File: src/rtl/vga_pkg.sv
// vga_pkg: shared pattern enum, default 640x480@60 timing and ui_in field positions
package vga_pkg;
    typedef enum logic [1:0] {PAT_HRAMP, PAT_VRAMP, PAT_XOR, PAT_BARS} pattern_e;
    localparam int DEF_H_ACTIVE = 640;
    localparam int DEF_H_FP     = 16;
    localparam int DEF_H_SYNC   = 96;
    localparam int DEF_H_BP     = 48;
    localparam int DEF_V_ACTIVE = 480;
    localparam int DEF_V_FP     = 10;
    localparam int DEF_V_SYNC   = 2;
    localparam int DEF_V_BP     = 33;
    localparam int CNT_W        = 12;
    localparam int UI_PAT_LO    = 0;
    localparam int UI_PAT_HI    = 1;
    localparam int UI_INV       = 2;
    localparam int UI_ANIM      = 3;
    localparam int MODE_W       = 4;
endpackage

File: src/rtl/vga_timing.sv
// vga_timing: h/v raster counters with combinational sync/blank decode and end-of-frame strobe
module vga_timing import vga_pkg::*; #(
    parameter int H_ACTIVE = DEF_H_ACTIVE,
    parameter int H_FP     = DEF_H_FP,
    parameter int H_SYNC   = DEF_H_SYNC,
    parameter int H_BP     = DEF_H_BP,
    parameter int V_ACTIVE = DEF_V_ACTIVE,
    parameter int V_FP     = DEF_V_FP,
    parameter int V_SYNC   = DEF_V_SYNC,
    parameter int V_BP     = DEF_V_BP
) (
    input  logic             clk,
    input  logic             rst_n,
    output logic [CNT_W-1:0] h,
    output logic [CNT_W-1:0] v,
    output logic             h_blank,
    output logic             v_blank,
    output logic             h_sync_on,
    output logic             v_sync_on,
    output logic             eof
);
    localparam logic [CNT_W-1:0] H_LAST = CNT_W'(H_ACTIVE + H_FP + H_SYNC + H_BP - 1);
    localparam logic [CNT_W-1:0] V_LAST = CNT_W'(V_ACTIVE + V_FP + V_SYNC + V_BP - 1);
    localparam logic [CNT_W-1:0] H_SS   = CNT_W'(H_ACTIVE + H_FP);
    localparam logic [CNT_W-1:0] H_SE   = CNT_W'(H_ACTIVE + H_FP + H_SYNC);
    localparam logic [CNT_W-1:0] V_SS   = CNT_W'(V_ACTIVE + V_FP);
    localparam logic [CNT_W-1:0] V_SE   = CNT_W'(V_ACTIVE + V_FP + V_SYNC);

    logic h_end, v_end;

    assign h_end     = h == H_LAST;
    assign v_end     = v == V_LAST;
    assign eof       = h_end & v_end;
    assign h_blank   = h >= CNT_W'(H_ACTIVE);
    assign v_blank   = v >= CNT_W'(V_ACTIVE);
    assign h_sync_on = (h >= H_SS) && (h < H_SE);
    assign v_sync_on = (v >= V_SS) && (v < V_SE);

    always_ff @(posedge clk or negedge rst_n) begin
        if (!rst_n) begin
            h <= '0;
            v <= '0;
        end else begin
            h <= h_end ? '0 : h + 1'b1;
            if (h_end) v <= v_end ? '0 : v + 1'b1;
        end
    end
endmodule

File: src/rtl/vga_ramp_gen.sv
// vga_ramp_gen: VGA test-pattern generator with registered sync/blank and true/complement colour outputs.
// Define VGA_RAMP_DEBUG_EN to expose o_mode, o_frame and o_visible.
module vga_ramp_gen import vga_pkg::*; #(
    parameter int COLOR_BITS = 8,
    parameter int H_ACTIVE   = DEF_H_ACTIVE,
    parameter int H_FP       = DEF_H_FP,
    parameter int H_SYNC     = DEF_H_SYNC,
    parameter int H_BP       = DEF_H_BP,
    parameter int V_ACTIVE   = DEF_V_ACTIVE,
    parameter int V_FP       = DEF_V_FP,
    parameter int V_SYNC     = DEF_V_SYNC,
    parameter int V_BP       = DEF_V_BP,
    parameter int SYNC_NEG   = 1
) (
    input  logic                  clk,
    input  logic                  rst_n,
    input  logic [7:0]            ui_in,
    output logic                  hsync,
    output logic                  vsync,
    output logic                  hblank,
    output logic                  vblank,
    output logic [COLOR_BITS-1:0] r,
    output logic [COLOR_BITS-1:0] g,
    output logic [COLOR_BITS-1:0] b,
    output logic [COLOR_BITS-1:0] rn,
    output logic [COLOR_BITS-1:0] gn,
    output logic [COLOR_BITS-1:0] bn
`ifdef VGA_RAMP_DEBUG_EN
    ,
    output logic [7:0]            o_mode,
    output logic [7:0]            o_frame,
    output logic                  o_visible
`endif
);
    localparam int   C  = COLOR_BITS;
    localparam int   BW = H_ACTIVE / 8;
    localparam logic SP = SYNC_NEG != 0;

    logic [CNT_W-1:0] h, v;
    logic             hb_c, vb_c, hs_on, vs_on, eof, active;
    logic [MODE_W-1:0] mode;
    logic [7:0]       frame;
    pattern_e         pat;
    logic [2:0]       bar;
    logic [C-1:0]     a, hc, vc, hr, vr, xr, inv, r_c, g_c, b_c, r_o, g_o, b_o;
    logic             unused_bits;

    vga_timing #(
        .H_ACTIVE(H_ACTIVE), .H_FP(H_FP), .H_SYNC(H_SYNC), .H_BP(H_BP),
        .V_ACTIVE(V_ACTIVE), .V_FP(V_FP), .V_SYNC(V_SYNC), .V_BP(V_BP)
    ) u_timing (
        .clk(clk), .rst_n(rst_n), .h(h), .v(v), .h_blank(hb_c), .v_blank(vb_c),
        .h_sync_on(hs_on), .v_sync_on(vs_on), .eof(eof)
    );

    assign unused_bits = &{1'b0, ui_in[7:MODE_W], v[CNT_W-1:C]};

    // Bar index from threshold compares; the highest threshold reached wins.
    always_comb begin
        bar = '0;
        for (int k = 1; k < 8; k++)
            if (h >= CNT_W'(k * BW)) bar = 3'(k);
    end

    assign pat    = pattern_e'(mode[UI_PAT_HI:UI_PAT_LO]);
    assign a      = mode[UI_ANIM] ? frame[C-1:0] : '0;
    assign hc     = h[C-1:0];
    assign vc     = v[C-1:0];
    assign hr     = hc + a;
    assign vr     = vc + a;
    assign xr     = (hc ^ vc) + a;
    assign inv    = {C{mode[UI_INV]}};
    assign active = !(hb_c || vb_c);

    always_comb begin
        r_c = pat == PAT_HRAMP ? hr : pat == PAT_VRAMP ? vr : pat == PAT_XOR ? xr : {C{bar[0]}};
        g_c = pat == PAT_HRAMP ? hr : pat == PAT_VRAMP ? vr : pat == PAT_XOR ? hc : {C{bar[1]}};
        b_c = pat == PAT_HRAMP ? hr : pat == PAT_VRAMP ? vr : pat == PAT_XOR ? vc : {C{bar[2]}};
        r_o = active ? r_c ^ inv : '0;
        g_o = active ? g_c ^ inv : '0;
        b_o = active ? b_c ^ inv : '0;
    end

    always_ff @(posedge clk or negedge rst_n) begin
        if (!rst_n) begin
            hsync  <= SP;
            vsync  <= SP;
            hblank <= 1'b1;
            vblank <= 1'b1;
            r      <= '0;
            g      <= '0;
            b      <= '0;
            rn     <= '1;
            gn     <= '1;
            bn     <= '1;
            mode   <= '0;
            frame  <= '0;
        end else begin
            hsync  <= hs_on ^ SP;
            vsync  <= vs_on ^ SP;
            hblank <= hb_c;
            vblank <= vb_c;
            r      <= r_o;
            g      <= g_o;
            b      <= b_o;
            rn     <= ~r_o;
            gn     <= ~g_o;
            bn     <= ~b_o;
            // Capture on the last pixel so a frame never mixes modes.
            if (eof) begin
                mode  <= ui_in[MODE_W-1:0];
                frame <= frame + 1'b1;
            end
        end
    end

`ifdef VGA_RAMP_DEBUG_EN
    assign o_mode    = {4'b0, mode};
    assign o_frame   = frame;
    assign o_visible = ~(hblank | vblank);
`endif
endmodule

File: config.mk
export PLATFORM = sky130hd
export DESIGN_NAME = vga_ramp_gen
export DESIGN_NICKNAME = d
export VERILOG_FILES = /design/src/rtl/vga_pkg.sv /design/src/rtl/vga_timing.sv /design/src/rtl/vga_ramp_gen.sv
export SDC_FILE = /design/constraint.sdc
export NUM_CORES = 1
export LEC_CHECK = 0
export CORE_MARGIN = 2
export CORE_UTILIZATION = 57
export CTS_CLUSTER_SIZE = 25
export DETAILED_ROUTE_END_ITERATION = 6
export GPL_TIMING_DRIVEN = 0
export HOLD_SLACK_MARGIN = 0.1
export PLACE_DENSITY = 0.83
export REMOVE_ABC_BUFFERS = 1
export SLEW_MARGIN = 40
export SYNTH_ARGS = -nofsm -noshare
export SYNTH_HDL_FRONTEND = slang
export SYNTH_SLANG_ARGS = --single-unit
File: constraint.sdc
create_clock -name clk -period 3.4 [get_ports clk]
set_input_delay 0.51 -clock clk [delete_from_list [all_inputs] [get_ports clk]]
set_output_delay 0.51 -clock clk [all_outputs]
set_load 0.01 [all_outputs]
Word level (Yosys, flattened, before mapping)

Cells that the tools add are included.

Flip-flop bits (word level): 88
Input port bits: 10
Output and inout bits: 52
Logic and storage cells: 73

$add $sub $neg: 6
Magnitude comparators: 13
Equal/unequal tests: 4
Mux-type cells: 22
Bitwise gates (word level): 10
Reduce and logical (&&, ||, !) cells: 4

Operator list:

| cell                  | count |
|---|---|
| $mux 8                | 13 |
| $ge 12x9->1 const B   | 5 |
| $ge 12x10->1 const B  | 3 |
| $xor 8x8->8           | 4 |
| $add 12x1->12 const B | 2 |
| $add 8x8->8           | 3 |
| $eq 12x10->1 const B  | 2 |
| $ge 12x8->1 const B   | 2 |
| $mux 12               | 2 |
| $not 8->8             | 3 |
| $ge 12x7->1 const B   | 1 |
| $lt 12x10->1 const B  | 1 |
| $lt 12x9->1 const B   | 1 |
| $mux 3                | 4 |
| $add 8x1->8 const B   | 1 |
| $mux 2                | 2 |
| $eq 2x1->1 const B    | 1 |
| $eq 2x2->1 const B    | 1 |
| $logic_and 1x1->1     | 2 |
| $logic_not 2->1       | 1 |
| $not 1->1             | 2 |
| $and 1x1->1           | 1 |
| $logic_or 1x1->1      | 1 |
| $mux 1                | 1 |

Logic depth before layout (Yosys ltp)

Depth after elaboration: 14
Depth in mapped cells: 11
Mapped depth without buffers: 10

Modules after synthesis

From an unflattened synthesis, not the netlist that was laid out.

Cell total of the unflattened synthesis: 546
Area, all modules: 5417.7 um^2

By module, submodules not included:

| module       | instances | cells an instance | area each (um^2) | seq. area each (um^2) |
|---|---|---|---|---|
| vga_ramp_gen | 1         | 417               | 4102.7           | 1636.6 |
| vga_timing   | 1         | 129               | 1315.0           | 600.6 |

Worst setup path after synthesis

OpenSTA, ideal clock, no wires.

Path type: reg2reg
From: reg mode[3]
To: reg rn[6]
Setup time: 75 ps
Arrival: 2525 ps
Required time: 3325 ps
Setup slack: 800 ps
Stages on the path, launching flop included: 11
Path buffers: 1
Period minus slack after synthesis: 2600 ps
Path through: dfrtp_1 clkbuf_1 and2_1 ha_1 fa_1 a211oi_1 o21ai_0 a21oi_1 nor3_1 o311ai_1 mux2i_1

Cells in the longest elaborated chain, start to end: 8
Elaborated cells on any way between the ends: 10
Classes of those cells: add/sub (3); mux (5); bitwise (2)

RTL lines:

| item                     | RTL line            | RTL |
|---|---|---|
| start: declaration       | vga_ramp_gen.sv:41  | `logic [MODE_W-1:0] mode;` |
| start signal: assignment | vga_ramp_gen.sv:111 | `mode <= ui_in[MODE_W-1:0];` |
| $mux 8 *                 | vga_ramp_gen.sv:66  | `assign a = mode[UI_ANIM] ? frame[C-1:0] : '0;` |
| $add 8x8->8              | vga_ramp_gen.sv:71  | `assign xr = (hc ^ vc) + a;` |
| $mux 8 (2 in series)     | vga_ramp_gen.sv:76  | `r_c = pat == PAT_HRAMP ? hr : pat == PAT_VRAMP ? vr : pat == PAT_XOR ? xr : {C{bar[0]}};` |
| $mux 8 *                 | vga_ramp_gen.sv:76  |  |
| $xor 8x8->8 *            | vga_ramp_gen.sv:79  | `r_o = active ? r_c ^ inv : '0;` |
| $mux 8 *                 | vga_ramp_gen.sv:79  |  |
| $not 8->8 *              | vga_ramp_gen.sv:106 | `rn <= ~r_o;` |
| end signal: assignment   | vga_ramp_gen.sv:106 |  |
| end: declaration         | vga_ramp_gen.sv:25  | `output logic [COLOR_BITS-1:0] rn,` |

Mark *: on every way between the ends. The rest lies on a longest branch, timed or not.
A chain may end at the register's enable or synchronous reset.

Worst setup path in the final report

From: reg mode[3]
To: reg r[4]

Cells in the longest elaborated chain, start to end: 7
Elaborated cells on any way between the ends: 9
Classes of those cells: add/sub (3); mux (5); bitwise (1)

RTL lines:

| item                   | RTL line            | RTL |
|---|---|---|
| $mux 8 *               | vga_ramp_gen.sv:66  |  |
| $add 8x8->8            | vga_ramp_gen.sv:71  |  |
| $mux 8 (2 in series)   | vga_ramp_gen.sv:76  |  |
| $mux 8 *               | vga_ramp_gen.sv:76  |  |
| $xor 8x8->8 *          | vga_ramp_gen.sv:79  |  |
| $mux 8 *               | vga_ramp_gen.sv:79  |  |
| net r_o[4]             | vga_ramp_gen.sv:45  | `logic [C-1:0] a, hc, vc, hr, vr, xr, inv, r_c, g_c, b_c, r_o, g_o, b_o;` |
| end signal: assignment | vga_ramp_gen.sv:103 | `r <= r_o;` |
| end: declaration       | vga_ramp_gen.sv:22  | `output logic [COLOR_BITS-1:0] r,` |

The timed path passes the listed nets; every way through them passes the cells marked *.

==> results.cfg <==
[clocking]
cts_buffers = 9
clk_pin_slew_ns = 0.09
insertion_delay_ns = 0.36
cts_tree = done
postCtsSetupRepairBufs = 0
cts_max_level = 3
cts_buffer_depth = 2
clock_sinks = 88
root_buffer = clkbuf_8

[synth]
synth.yosys.seq_area_share_pct = 42.0
synth_cell_types = 64
ys_warn_count = 0
ys.flop_type = dfrtp_1
syn_inst = 540
netlist_area_um2 = 5320
avgSynthCellArea_um2 = 9.85
ys_ff_latch = 88
synthArstFlopShare_pct = 100
synth_edf_count = 0

[pwr]
p_leak_nw = 2.63
finalPower_mw = 1.75
ir_drop_uv = 163
switchingPower_uw = 407
p_comb_share_pct = 1.7
sw_frac_of_total_pct = 23.2
seqPwrFrac_pct = 59.7
intPower_mw = 1.35
clockPowerShare_pct = 38.6
power_density_nw_per_um2 = 286

[floorplanning]
die_w_um = 101
start_util_pct = 58.1
core_um2 = 9150
fp-row-count = 35
dieHeight_um = 101
die_area_um2 = 10100
pin_count = 62

[global_routing]
antenna_found_initial = 0
grt_pass1_vias = 4160
overflow = 0
grt_max_degree = 51
grt_pass1_wl_mm = 20.7
track_usage_pct = 25.8

[final_layout]
multi_input_area_um2 = 2910
fin_nets = 619
num-fill-cells = 740
final_common_cell = dfrtp_1
final_area_um2 = 6130
area.growth.synth_to_final_pct = 15.2
drive_gt1_share_pct = 10.3
fin_util_pct = 67.0
seqCellArea_um2 = 2240
antenna_cells = 0
most-common-layout-cells = 60 x dfrtp_1, 56 x clkdlybuf4s50_1, 43 x nor2_1

[route]
firstDrtPassIters = 5
drc = 0
vias = 4300
viasPerCell = 6.18
wl_per_cell_um = 18.0
drt_iter0_markers = 290
routed_wl_mm = 12.5
antenna_left = 0

[sta]
min_period_ns = 3.18
fin_crit_sh_pct = 93.5
rsz0062_at_grt = no
fin_ws_ns = 0.221
fmax_mhz = 315
relSlewSlack_pct = 36.4
clock_skew_ns = 0.0108
hold_viol_final = 0
report.final.slew_viol_count = 0
setup-violations-final = 0
worst_pin_slew_ns = 0.930

[worst_setup_path]
critical_path_class = register to register
critPathCaptureType = register
reg2regPathDepth = 9
required_ns = 3.67
timing.rr.start = mode[3]
cp-startpoint = mode[3]
critPathLaunchType = register
rr_endpoint = r[4]
crit_fanout = 11
arrival_ns = 3.45
r2r_setup_slack_ns = 0.22

[placement]
pre_cts_ws_ns = 0.352
dp_hpwl_mm = 9.26
placed_area_um2 = 5920
gp_congestion = 0.979
portBuffers = 57

[min_path]
hold_class = register to register
hp-start = frame[5]
holdPathStages = 1
min_to = frame[5]

[outcome]
status = complete, no violations

[run]
drv_cap = 0
## sequential cells by signal (all words and copies together) (netlist names)
signal and cells:
hblank 1, b 8, g 8, mode 4, vsync 1, u_timing.v 12, vblank 1, bn 8
r 8, hsync 1, frame 8, gn 8, rn 8, u_timing.h 12
## synth_stat cells, types with 5 or more instances
| cell | number | area share [%] |
|---|---|---|
| buf_2 | 5 | 0.47 |
| xor2_1 | 17 | 2.8 |
| nand2b_1 | 13 | 1.5 |
| and3_1 | 11 | 1.3 |
| o21a_1 | 8 | 1.1 |
| clkbuf_1 | 23 | 1.6 |
| dfstp_2 | 28 | 14 |
| nand3_1 | 16 | 1.5 |
| a211oi_1 | 11 | 1.6 |
| xnor2_1 | 27 | 4.4 |
| nor4_1 | 6 | 0.71 |
| mux2i_1 | 31 | 5.8 |
| a21o_1 | 10 | 1.4 |
| o211ai_1 | 8 | 1.1 |
| o21ai_0 | 28 | 2.6 |
| a21oi_1 | 14 | 1.3 |
| nor3_1 | 16 | 1.5 |
| dfrtp_1 | 60 | 28 |
| inv_1 | 14 | 0.99 |
| ha_1 | 26 | 6.1 |
| nand4_1 | 11 | 1.3 |
| nor2b_1 | 7 | 0.82 |
| nor2_1 | 46 | 3.2 |
| nand2_1 | 31 | 2.2 |
| and2_1 | 9 | 1.1 |
## worst max-delay path by stage
| stage | slack (ns) | end |
|---|---|---|
| 3_5_place_dp | 0.35 | r[4] |
| 2_1_floorplan | 0.87 | r[6] |
| 3_3_place_gp | -1.05 | b[3] |
| 4_1_cts | 0.28 | r[4] |
| 5_1_grt | 0.06 | r[4] |
| 6_report | 0.22 | r[4] |
## through the flow
stage	setup TNS, ns	instances	hold WS, ns
CTS	0	696	0.493
global placement	-64.94	678	0.476
finish	0	696	0.495
floorplan	0	510	0.214
detailed placement	0	679	0.480
global route	0	696	0.507
## area by class of cell
cell class | instances | area share [%]
sequential | 88 | 36.5
timing repair buffer | 59 | 9.82
tap | 111 | 2.27
inverter | 15 | 0.919
multi-input combinational | 407 | 47.5
clock inverter | 5 | 0.674
clock buffer | 11 | 2.31
## power by group through the flow
stage	logic (mW)	registers, mW	clock network [mW]
6_report	0.0290	1.05	0.677
5_1_grt	0.0342	1.05	0.727
4_1_cts	0.0306	1.05	0.689
3_5_place_dp	0.0296	1.07	0
3_3_place_gp	0.0252	1.07	0
2_1_floorplan	0.0000513	1.07	0
## layer usage
metal | vias to the layer above | global-route usage [%] | share of wire (%) | wire length, um
met2 | 179 | 41.0 | 46 | 5790
met1 | 2076 | 36.1 | 46 | 5730
met5 | - | 0 | 0 | 0
met4 | 0 | 9.91 | 2.2 | 282
met3 | 21 | 3.19 | 5.9 | 737
li1 | 2024 | - | - | -
## cells by family after synthesis
logic type,count (synthesis),share of synthesized area [%]
buf+inv,45,3.50
fa+ha+maj,30,7.43
compound gates,107,13.7
mux,33,6.25
xor+xnor,45,7.67
flops,88,42.0
simple gates,192,19.4
## critical path: stages (launching register included)
cell and delay (ns):
dfrtp_1 0.48, and2_1 0.24, ha_1 0.24, fa_1 0.44, a211oi_1 0.36, nor2_1 0.11, nor3_1 0.40, nor3_1 0.10
a211oi_1 0.46, mux2i_1 0.26
## timing repair
action	4_1_cts	5_1_grt
hold endpoints to repair	17	0
hold buffers	1	0
resized for setup	0	0
No activity file was read; power rests on OpenSTA's default activity.
